## config.mk

```make
export PLATFORM = sky130hd
export DESIGN_NAME = mailbox_monitor
export DESIGN_NICKNAME = d
export VERILOG_FILES = /design/src/rtl/mailbox_monitor.sv
export SDC_FILE = /design/constraint.sdc
export NUM_CORES = 1
export LEC_CHECK = 0
export ABC_AREA = 0
export BUFFER_PORTS_ARGS = -buffer_cell sky130_fd_sc_hd__buf_2
export CAP_MARGIN = 40
export CORE_AREA = 8 8 117 200
export DETAILED_ROUTE_END_ITERATION = 10
export DIE_AREA = 0 0 125 208
export GPL_ROUTABILITY_DRIVEN = 0
export GPL_TIMING_DRIVEN = 0
export PLACE_DENSITY = 0.84
export SYNTH_ARGS = -nofsm -noshare
export SYNTH_HDL_FRONTEND = slang
export SYNTH_SLANG_ARGS = --single-unit
```

## constraint.sdc

```tcl
create_clock -name core_clk -period 14.34 [get_ports core_clk]
set_clock_uncertainty 0.15 [all_clocks]
set_input_delay 2.868 -clock core_clk [delete_from_list [all_inputs] [get_ports core_clk]]
set_output_delay 2.868 -clock core_clk [all_outputs]
set_load 0.03 [all_outputs]
```

## src/rtl/mailbox_monitor.sv

```systemverilog
// mailbox_monitor
// Passive snooper on the LSU AXI write channels. Writes to the simulation
// mailbox become a buffered console byte stream and sticky end-of-test status.
// AW and W are captured into small pairing queues because the two channels are
// independent. A pair is consumed either from the queue heads or directly from
// the incoming handshake when the matching queue is empty.
module mailbox_monitor #(
   parameter logic [31:0] MAILBOX_ADDR = 32'h80F8_0000,
   parameter int          FIFO_DEPTH   = 16,
   parameter int          MAX_CYCLES   = 99_000_000
) (
   input  logic        core_clk,
   input  logic        rst_l,
   input  logic        aw_valid,
   input  logic        aw_ready,
   input  logic [31:0] aw_addr,
   input  logic        w_valid,
   input  logic        w_ready,
   input  logic [63:0] w_data,
   input  logic [7:0]  w_strb,
   input  logic        w_last,
   output logic        char_valid,
   output logic [7:0]  char_data,
   input  logic        char_ready,
   output logic        done,
   output logic        pass,
   output logic        fail,
   output logic        timeout,
   output logic        proto_err,
   output logic [15:0] drop_count,
   output logic [31:0] cycle_count
);

   localparam int               PTR_W      = $clog2(FIFO_DEPTH);
   localparam int               CNT_W      = PTR_W + 1;
   localparam logic [CNT_W-1:0] FIFO_FULL  = CNT_W'(FIFO_DEPTH);
   localparam logic [31:0]      TIMEOUT_AT = 32'(MAX_CYCLES - 1);

   typedef enum logic [1:0] {
      ST_RUN     = 2'd0,
      ST_PASS    = 2'd1,
      ST_FAIL    = 2'd2,
      ST_TIMEOUT = 2'd3
   } state_e;

   // ---------------- state flops ----------------
   state_e                        state_q, state_d;
   logic [3:0]                    aw_mem_q, aw_mem_d;
   logic [1:0]                    aw_rd_q, aw_rd_d, aw_wr_q, aw_wr_d;
   logic [2:0]                    aw_cnt_q, aw_cnt_d;
   logic [3:0][8:0]               w_mem_q, w_mem_d;
   logic [1:0]                    w_rd_q, w_rd_d, w_wr_q, w_wr_d;
   logic [2:0]                    w_cnt_q, w_cnt_d;
   logic                          w_first_q, w_first_d;
   logic [FIFO_DEPTH-1:0][7:0]    fifo_mem_q, fifo_mem_d;
   logic [PTR_W-1:0]              fifo_rd_q, fifo_rd_d, fifo_wr_q, fifo_wr_d;
   logic [CNT_W-1:0]              fifo_cnt_q, fifo_cnt_d;
   logic                          char_valid_q, char_valid_d;
   logic [7:0]                    char_data_q, char_data_d;
   logic                          pass_q, pass_d, fail_q, fail_d;
   logic                          timeout_q, timeout_d, done_q, done_d;
   logic                          proto_err_q, proto_err_d;
   logic [15:0]                   drop_count_q, drop_count_d;
   logic [31:0]                   cycle_count_q, cycle_count_d;

   // ---------------- combinational helpers ----------------
   logic        aw_ev_s, aw_hit_in_s, w_ev_s, w_push_s;
   logic        aw_have_s, w_have_s, pair_s, pair_hit_s;
   logic [8:0]  w_in_s, pair_w_s;
   logic        aw_pop_s, aw_store_s, aw_ok_s, aw_ovf_s;
   logic        w_pop_s, w_store_s, w_ok_s, w_ovf_s;
   logic        cls_en_s, is_pass_s, is_fail_s, push_char_s;
   logic        fifo_pop_s, fifo_push_ok_s, fifo_drop_s;
   logic [CNT_W-1:0] fifo_remain_s;
   logic        unused_ok;

   assign unused_ok   = ^{w_data[63:8], w_strb[7:1]};

   assign aw_ev_s     = aw_valid & aw_ready;
   assign aw_hit_in_s = (aw_addr == MAILBOX_ADDR);
   assign w_ev_s      = w_valid & w_ready;
   // only the first beat of each burst carries the mailbox byte
   assign w_push_s    = w_ev_s & w_first_q;
   assign w_in_s      = {w_strb[0], w_data[7:0]};

   assign aw_have_s   = (aw_cnt_q != 3'd0);
   assign w_have_s    = (w_cnt_q != 3'd0);
   assign pair_s      = (aw_have_s | aw_ev_s) & (w_have_s | w_push_s);
   assign pair_hit_s  = aw_have_s ? aw_mem_q[aw_rd_q] : aw_hit_in_s;
   assign pair_w_s    = w_have_s ? w_mem_q[w_rd_q] : w_in_s;

   // an incoming event is stored unless it is consumed directly by the pair
   assign aw_pop_s    = pair_s & aw_have_s;
   assign aw_store_s  = aw_ev_s & ~(pair_s & ~aw_have_s);
   assign aw_ok_s     = aw_store_s & ((aw_cnt_q != 3'd4) | aw_pop_s);
   assign aw_ovf_s    = aw_store_s & ~aw_ok_s;

   assign w_pop_s     = pair_s & w_have_s;
   assign w_store_s   = w_push_s & ~(pair_s & ~w_have_s);
   assign w_ok_s      = w_store_s & ((w_cnt_q != 3'd4) | w_pop_s);
   assign w_ovf_s     = w_store_s & ~w_ok_s;

   // classification stops once a terminal state is reached
   assign cls_en_s    = pair_s & pair_hit_s & pair_w_s[8] & (state_q == ST_RUN);
   assign is_pass_s   = cls_en_s & (pair_w_s[7:0] == 8'hFF);
   assign is_fail_s   = cls_en_s & (pair_w_s[7:0] == 8'h01);
   assign push_char_s = cls_en_s & (pair_w_s[7:0] >= 8'h06) & (pair_w_s[7:0] <= 8'h7E);

   // a pop on an empty FIFO does nothing, so a pushed byte shows next cycle
   assign fifo_pop_s     = (fifo_cnt_q != {CNT_W{1'b0}}) & char_ready;
   assign fifo_push_ok_s = push_char_s & ((fifo_cnt_q != FIFO_FULL) | fifo_pop_s);
   assign fifo_drop_s    = push_char_s & ~fifo_push_ok_s;
   assign fifo_remain_s  = fifo_cnt_q - CNT_W'(fifo_pop_s);

   // next-state computation for queues, console FIFO, FSM and counters
   always_comb begin
      // AW pairing queue
      aw_mem_d = aw_mem_q;
      if (aw_ok_s) begin
         aw_mem_d[aw_wr_q] = aw_hit_in_s;
      end else begin
         aw_mem_d = aw_mem_q;
      end
      aw_wr_d  = aw_wr_q + {1'b0, aw_ok_s};
      aw_rd_d  = aw_rd_q + {1'b0, aw_pop_s};
      aw_cnt_d = aw_cnt_q + {2'b00, aw_ok_s} - {2'b00, aw_pop_s};

      // W pairing queue
      w_mem_d = w_mem_q;
      if (w_ok_s) begin
         w_mem_d[w_wr_q] = w_in_s;
      end else begin
         w_mem_d = w_mem_q;
      end
      w_wr_d  = w_wr_q + {1'b0, w_ok_s};
      w_rd_d  = w_rd_q + {1'b0, w_pop_s};
      w_cnt_d = w_cnt_q + {2'b00, w_ok_s} - {2'b00, w_pop_s};

      if (w_ev_s) begin
         w_first_d = w_last;
      end else begin
         w_first_d = w_first_q;
      end

      proto_err_d = proto_err_q | aw_ovf_s | w_ovf_s;

      // console FIFO
      fifo_mem_d = fifo_mem_q;
      if (fifo_push_ok_s) begin
         fifo_mem_d[fifo_wr_q] = pair_w_s[7:0];
      end else begin
         fifo_mem_d = fifo_mem_q;
      end
      fifo_wr_d  = fifo_wr_q + PTR_W'(fifo_push_ok_s);
      fifo_rd_d  = fifo_rd_q + PTR_W'(fifo_pop_s);
      fifo_cnt_d = fifo_cnt_q + CNT_W'(fifo_push_ok_s) - CNT_W'(fifo_pop_s);

      // head of the FIFO after this edge; a push into an emptied FIFO bypasses memory
      char_valid_d = (fifo_cnt_d != {CNT_W{1'b0}});
      if (!char_valid_d) begin
         char_data_d = 8'h00;
      end else if (fifo_remain_s == {CNT_W{1'b0}}) begin
         char_data_d = pair_w_s[7:0];
      end else begin
         char_data_d = fifo_mem_q[fifo_rd_d];
      end

      if (fifo_drop_s && (drop_count_q != 16'hFFFF)) begin
         drop_count_d = drop_count_q + 16'd1;
      end else begin
         drop_count_d = drop_count_q;
      end

      if (cycle_count_q != 32'hFFFF_FFFF) begin
         cycle_count_d = cycle_count_q + 32'd1;
      end else begin
         cycle_count_d = cycle_count_q;
      end

      // end-of-test FSM; a terminal code in the timeout cycle wins
      case (state_q)
         ST_RUN: begin
            if (is_pass_s) begin
               state_d = ST_PASS;
            end else if (is_fail_s) begin
               state_d = ST_FAIL;
            end else if (cycle_count_q == TIMEOUT_AT) begin
               state_d = ST_TIMEOUT;
            end else begin
               state_d = ST_RUN;
            end
         end
         ST_PASS:    state_d = ST_PASS;
         ST_FAIL:    state_d = ST_FAIL;
         ST_TIMEOUT: state_d = ST_TIMEOUT;
         default:    state_d = ST_RUN;
      endcase

      pass_d    = (state_d == ST_PASS);
      fail_d    = (state_d == ST_FAIL);
      timeout_d = (state_d == ST_TIMEOUT);
      done_d    = (state_d != ST_RUN);
   end

   // all state, including the FSM and its registered status outputs
   always_ff @(posedge core_clk or negedge rst_l) begin
      if (!rst_l) begin
         state_q       <= ST_RUN;
         aw_mem_q      <= 4'h0;
         aw_rd_q       <= 2'd0;
         aw_wr_q       <= 2'd0;
         aw_cnt_q      <= 3'd0;
         w_mem_q       <= '0;
         w_rd_q        <= 2'd0;
         w_wr_q        <= 2'd0;
         w_cnt_q       <= 3'd0;
         w_first_q     <= 1'b1;
         fifo_mem_q    <= '0;
         fifo_rd_q     <= '0;
         fifo_wr_q     <= '0;
         fifo_cnt_q    <= '0;
         char_valid_q  <= 1'b0;
         char_data_q   <= 8'h00;
         pass_q        <= 1'b0;
         fail_q        <= 1'b0;
         timeout_q     <= 1'b0;
         done_q        <= 1'b0;
         proto_err_q   <= 1'b0;
         drop_count_q  <= 16'h0000;
         cycle_count_q <= 32'h0000_0000;
      end else begin
         state_q       <= state_d;
         aw_mem_q      <= aw_mem_d;
         aw_rd_q       <= aw_rd_d;
         aw_wr_q       <= aw_wr_d;
         aw_cnt_q      <= aw_cnt_d;
         w_mem_q       <= w_mem_d;
         w_rd_q        <= w_rd_d;
         w_wr_q        <= w_wr_d;
         w_cnt_q       <= w_cnt_d;
         w_first_q     <= w_first_d;
         fifo_mem_q    <= fifo_mem_d;
         fifo_rd_q     <= fifo_rd_d;
         fifo_wr_q     <= fifo_wr_d;
         fifo_cnt_q    <= fifo_cnt_d;
         char_valid_q  <= char_valid_d;
         char_data_q   <= char_data_d;
         pass_q        <= pass_d;
         fail_q        <= fail_d;
         timeout_q     <= timeout_d;
         done_q        <= done_d;
         proto_err_q   <= proto_err_d;
         drop_count_q  <= drop_count_d;
         cycle_count_q <= cycle_count_d;
      end
   end

   assign char_valid  = char_valid_q;
   assign char_data   = char_data_q;
   assign pass        = pass_q;
   assign fail        = fail_q;
   assign timeout     = timeout_q;
   assign done        = done_q;
   assign proto_err   = proto_err_q;
   assign drop_count  = drop_count_q;
   assign cycle_count = cycle_count_q;

endmodule

```

==> flow_summary_export.csv, run 1 <==
group,metric,value,unit
routing,drt_wl_total,27100,um
placed_design,numPortBuffers,110,
sta,max_freq,144,MHz
clocking,cts-root-buf,"clkbuf_16",
clocking,path_clk_slew,0.07,ns
die,die_h,208,um
clocking,clk_path_buf_depth,3,
routing,drc_errors,0,
routing,drtAntennaViolNets,0,
synth,syn_nets,1061,
clocking,numCtsBuffers,25,
clocking,post_cts_resized,0,
sta,slew_headroom,35.2,%
worst_setup_path,crit_fanout,10,
die,ios,174,
worst_setup_path,cpMaxStageDelayCell,"o41ai_2",
synth,async_reset_ff_share,100,%
sta,final.setup.tns,0,ns
power_and_ir_drop,ir_drop,0.000145,V
layout,final_nets,1204,
placed_design,dpl_cell_area,13500,um^2
synth,syn_area,12600,um^2
routing,drt_iter0_drc,394,
placed_design,post-dp-hpwl,19400,um
synth,synth_edf_count,0,
layout,final_cell_area,14400,um^2
layout,drive_gt1_share,36.0,%
routing,wire_per_inst,20.2,um
clocking,cts_tree,"built",
synth,ys_ff_latch,260,
global_routing,grt_pass1_vias,8881,
die,die_x,125,um
clocking,htreeDepth,1,
outcome,status,"finished clean",
synth,ys.flop_type,"dfrtp_1",
clocking,clock_latency,0.53,ns
routing,vias,8058,
power_and_ir_drop,p_clk_share,28.9,%
power_and_ir_drop,seq_power_share,36.0,%
synth,yosysSeqAreaShare,51.8,%
global_routing,grt-ovfl-total,0,
layout,num-fill-cells,1424,
global_routing,grt_first_pass_wirelength,45300,um
worst_setup_path,max_stage_delay,0.53,ns
sta,rsz0062_at_grt,"no",
synth,syn_area_per_cell,13.6,um^2
global_routing,antenna_found_initial,0,
power_and_ir_drop,p_per_area,173,nW/um^2
routing,via_per_inst,6.03,
sta,final.period_utilization,48.5,%
synth,yosys_warnings,0,
layout,diodes,0,
worst_setup_path,worstPathRequired,14.60,ns
layout,area_growth,15.0,%
global_routing,grt_use_total,21.2,%
sta,hold_viol_final,0,
power_and_ir_drop,leakagePower,6.92,nW
sta,tightestPinTransition,0.964,ns
power_and_ir_drop,p_int,0.00163,W
synth,synth.distinct_cells,59,
worst_setup_path,end_kind,"flip-flop",
worst_hold_path,hp-class,"reg2reg",
die,row_count,70,
die,die-area,26000,um^2
sta,setup_viol,0,
global_routing,grt_max_degree,107,
clocking,cts.sinks,260,
die,core,20700,um^2
job,drv_cap,0,
clocking,cts_hold_buf,0,
worst_setup_path,critical_path_class,"in2reg",
sta,period_needed,6.96,ns
routing,first_pass_iters,5,
power_and_ir_drop,p_sw_share,34.8,%
worst_setup_path,cp.arrival,7.22,ns
worst_setup_path,cp-start-kind,"input pin",
worst_setup_path,path_cells,"buf_2, nor4b_1, nand4_1, o41ai_2, nand2_1, buf_2, or3_1, ha_1, inv_1, ha_1, fa_1, xnor2_1, or3_1, nor3_1, buf_2, a21oi_1",
die,start_util,60.8,%
clocking,postCtsSetupBuffers,0,
worst_setup_path,cp_common_cell,"buf_2",
synth,netlist_instances,924,
sta,finalMaxSlewViolations,0,
power_and_ir_drop,switchingPower,0.000869,W
power_and_ir_drop,comb_power_share,35.1,%
flip-flops by register name (all words and copies together), names as in the netlist, 3 cells and up:
name	flops
cycle_count	32
fifo_cnt_q	5
w_cnt_q	3
aw_cnt_q	3
fifo_wr_q	4
char_data	8
drop_count	16
w_mem_q	36
aw_mem_q	4
fifo_rd_q	4
fifo_mem_q	128
power groups by stage:
stage,Clock (W),Combinational (W),Sequential (W)
detailed placement,0,0.000873,0.000911
global placement,0,0.000828,0.000905
finish,0.000720,0.000877,0.000898
floorplan,0,0.000620,0.000917
global route,0.000760,0.000953,0.000911
CTS,0.000735,0.000883,0.000898
cell type report:
| class | count | area (um^2) | area share, % |
|---|---|---|---|
| clock buffer | 34 | 709 | 4.91 |
| buffer | 37 | 186 | 1.29 |
| multi-input combinational | 603 | 5780 | 40.0 |
| sequential | 260 | 6510 | 45.1 |
| timing repair buffer | 116 | 657 | 4.55 |
| clock inverter | 11 | 196 | 1.36 |
| inverter | 24 | 90.1 | 0.624 |
| tap | 252 | 315 | 2.18 |
layer usage:
layer  up-vias  routed length [um]  global-route usage (%)  share of wire [%]
met3        66                 960                    2.92                3.5
met4         0                 895                    8.32                3.3
met1      4139               10100                    23.0                 37
li1       3676                   -                       -                  -
met5         -                   0                       0                  0
met2       177               15100                    40.4                 56
final timing paths:
check / slack (ns) / from / end / depth (start not counted)
setup / recovery: 7.38 / aw_addr[17] / char_data[6] / 16
hold / removal: 0.31 / proto_err / proto_err / 1
setup reg to reg: 9.24 / w_rd_q[0] / char_data[6] / 17
hold reg to reg: 0.31 / proto_err / proto_err / 1
max in group asynchronous: 10.57 / rst_l / cycle_count[30] / 3
min in group asynchronous: 2.13 / rst_l / drop_count[4] / 1
placed cells by master, fill, tap and decap left out, types with 4 or more instances in the layout:
cell type and count:
mux2_4 17, clkbuf_8 5, a211oi_1 9, buf_2 115, clkbuf_1 28, clkbuf_16 25
nor4b_1 5, nand2_1 31, bufinv_16 5, nor3_4 13, or3_1 4, nand4_1 22
and3_1 13, nor3_1 19, and4_1 6, mux2_2 138, mux2i_1 9, a211o_1 8
buf_6 5, mux2_1 8, nor2_1 25, xnor2_1 26, nand3_1 37, a21oi_1 14
xor2_1 37, nor3b_1 4, nor4_1 17, dfrtp_1 259, or4_1 4, mux4_2 42
ha_1 22, inv_1 24, nor2b_1 30
through the flow:
step,power (W),utilization (%),cells,setup WS [ns],hold slack (ns)
2_1_floorplan,0.00154,-,924,7.53,0.300
3_3_place_gp,0.00173,65.0,1286,5.72,0.301
3_5_place_dp,0.00178,65.5,1292,6.88,0.303
4_1_cts,0.00252,69.9,1337,7.42,0.317
5_1_grt,0.00262,69.9,1337,7.13,0.344
6_report,0.00250,69.9,1337,7.38,0.314
cells in the mapped netlist (3+ instances only):
library cell | instances | share of area, %
nand3_1 | 37 | 1.5
nand4_1 | 22 | 1.1
and3_1 | 13 | 0.65
nor4_1 | 17 | 0.85
xor2_1 | 37 | 2.6
a211oi_1 | 9 | 0.54
mux2_1 | 8 | 0.72
buf_2 | 5 | 0.20
mux2i_1 | 9 | 0.72
a211o_1 | 8 | 0.56
nor3_2 | 3 | 0.24
nor2b_1 | 30 | 1.5
nor2_1 | 25 | 0.75
buf_6 | 4 | 0.36
nor3b_1 | 4 | 0.24
mux2_4 | 17 | 2.0
a21oi_1 | 14 | 0.56
ha_1 | 22 | 2.2
dfrtp_1 | 259 | 52
fa_1 | 3 | 0.48
or3_1 | 4 | 0.20
nor3_1 | 19 | 0.76
or4_1 | 4 | 0.24
buf_1 | 3 | 0.090
nor4b_1 | 5 | 0.35
nand2b_1 | 3 | 0.15
and4_1 | 6 | 0.42
xnor2_1 | 26 | 1.8
clkbuf_1 | 24 | 0.72
mux4_2 | 42 | 7.5
inv_1 | 24 | 0.72
a31oi_1 | 3 | 0.15
nand2_1 | 31 | 0.93
nor3_4 | 13 | 1.7
and2_1 | 3 | 0.15
mux2_2 | 138 | 12
cell families after synthesis:
logic type                 after synthesis  share of synthesized area (%)
DFF                                    260                           51.8
and+or+nand+nor                        249                           12.5
muxes                                  214                           23.4
xor gates and xnor gates                63                           4.39
buffers and inverters                   61                           2.20
AOI/OAI and AO/OA                       52                           3.10
adders and majority gates               25                           2.67
worst max-delay path: cells and delay by family:
kind | cells | cell delay [ns]
AO/OA/AOI/OAI | 2 | 0.61
XOR/XNOR | 1 | 0.17
adder cells (fa/ha/maj) | 3 | 0.89
buffers and inverters | 4 | 0.75
AND/OR/NAND/NOR | 6 | 1.94
Note: power is estimated with default switching activity, not from simulation.
==> run 2: changes to the inputs <==
- CORE_AREA: 8 8 117 200 -> 8 8 121 206
- DIE_AREA: 0 0 125 208 -> 0 0 129 214
- PLACE_DENSITY: 0.84 -> 0.79
- clock period: 14.34 -> 6.65 ns (I/O delays scaled with it)
==> flow_summary_export.csv, run 2 (synthesized netlist as in run 1, its figures left out) <==
group,metric,value,unit
outcome,status,"finished clean",
die,die_h,214,um
placed_design,dpl_cell_area,13600,um^2
layout,layout_commonest_cell,"dfrtp_1",
sta,final.setup.tns,0,ns
clocking,postCtsSetupBuffers,0,
sta,setup_viol,0,
die,die-area,27600,um^2
worst_hold_path,hp-class,"reg2reg",
global_routing,antenna_found_initial,0,
global_routing,grt_pass1_vias,8726,
layout,area_growth,15.4,%
worst_hold_path,hold_start,"proto_err",
global_routing,grt_max_degree,125,
clocking,cts_hold_buf,0,
clocking,cts-root-buf,"clkbuf_16",
placed_design,numPortBuffers,110,
worst_setup_path,critical_path_class,"in2reg",
worst_setup_path,cp-start-kind,"input pin",
die,ios,174,
power_and_ir_drop,power,0.00538,W
worst_setup_path,crit_fanout,10,
routing,drt_iter0_drc,506,
sta,period_needed,5.37,ns
layout,largest_reg_flops,128,
clocking,cts_tree,"built",
layout,diodes,0,
worst_setup_path,worstPathRequired,6.90,ns
global_routing,grt_use_total,20.0,%
clocking,clk_path_buf_depth,3,
layout,final_cell_area,14500,um^2
worst_setup_path,crit_start,"aw_addr[17]",
die,start_util,56.9,%
clocking,clock_latency,0.52,ns
routing,via_per_inst,5.73,
layout,largest-register,"fifo_mem_q",
die,row_count,72,
sta,max_freq,186,MHz
sta,finalMaxSlewViolations,0,
power_and_ir_drop,ir_drop,0.000337,V
clocking,path_clk_slew,0.06,ns
job,drv_cap,0,
layout,final_cell_mix,"dfrtp_1, mux2_2, buf_2",
clocking,cts.sinks,260,
sta,slew_headroom,44.0,%
layout,drive_gt1_share,36.1,%
power_and_ir_drop,leakagePower,6.93,nW
sta,final.period_utilization,80.7,%
routing,drc_errors,0,
layout,num-fill-cells,1613,
placed_design,post-dp-hpwl,19200,um
routing,vias,7923,
die,core,22100,um^2
worst_setup_path,r2r_start,"w_rd_q[0]",
global_routing,grt-ovfl-total,0,
sta,tightestPinTransition,0.840,ns
die,die_x,129,um
layout,final_nets,1205,
worst_setup_path,cp.arrival,5.62,ns
power_and_ir_drop,p_per_area,371,nW/um^2
clocking,post_cts_resized,0,
routing,first_pass_iters,5,
routing,drt_wl_total,26500,um
worst_setup_path,rrSetupSlack,1.52,ns
routing,wire_per_inst,19.2,um
sta,hold_viol_final,0,
routing,drtAntennaViolNets,0,
clocking,numCtsBuffers,25,
worst_setup_path,end_kind,"flip-flop",
clocking,htreeDepth,1,
global_routing,grt_first_pass_wirelength,44700,um
sta,rsz0062_at_grt,"no",
-- run 2: worst max-delay path: stages --
cell and delay, ns:
buf_2 0.10, nor4b_1 0.32, nand4_1 0.20, o41ai_2 0.47, nand2_1 0.31, buf_2 0.31
or3_1 0.42, ha_1 0.29, inv_1 0.04, ha_1 0.19, fa_1 0.41, xnor2_1 0.16
or3_1 0.31, nor3_1 0.37, buf_2 0.30, nor2_1 0.08
-- run 2: final timing paths --
kind                                   end  depth (start not counted)
setup reg to reg              char_data[7]                         17
hold / removal                   proto_err                          1
min in group asynchronous    drop_count[0]                          1
max in group asynchronous  fifo_mem_q[119]                          3
hold reg to reg                  proto_err                          1
setup / recovery              char_data[7]                         16
-- run 2: report_power, final --
| group | switching [W] | leakage, nW | total (W) | internal, W |
|---|---|---|---|---|
| combinational | 0.00113 | 3.00 | 0.00189 | 0.000760 |
| clock | 0.000602 | 0.451 | 0.00156 | 0.000954 |
| sequential | 0.000134 | 3.48 | 0.00193 | 0.00180 |
-- run 2: layout make-up --
cell class | instances | area, um^2 | area share [%]
plain buffers | 37 | 186 | 1.29
clock buffers | 34 | 719 | 4.96
clock inverters | 11 | 191 | 1.32
inverters | 24 | 90.1 | 0.621
multi-input cells | 603 | 5780 | 39.8
flip-flops and latches | 260 | 6510 | 44.9
well taps | 296 | 370 | 2.55
repair buffers | 117 | 658 | 4.54
-- run 2: metrics by stage --
stage	utilization [%]	setup slack [ns]	instances	hold slack [ns]
finish	65.7	1.28	1382	0.323
floorplan	-	1.38	924	0.300
global placement	61.1	-0.493	1330	0.312
CTS	65.7	1.25	1382	0.331
global route	65.7	0.941	1382	0.334
detailed placement	61.6	0.732	1337	0.317
-- run 2: metal layers --
| layer | vias up | wire length, um | track usage (%) |
|---|---|---|---|
| li1 | 3679 | - | - |
| met1 | 4010 | 9920 | 22.7 |
| met2 | 172 | 14800 | 36.9 |
| met3 | 62 | 888 | 2.44 |
| met4 | 0 | 944 | 7.96 |
| met5 | - | 0 | 0 |
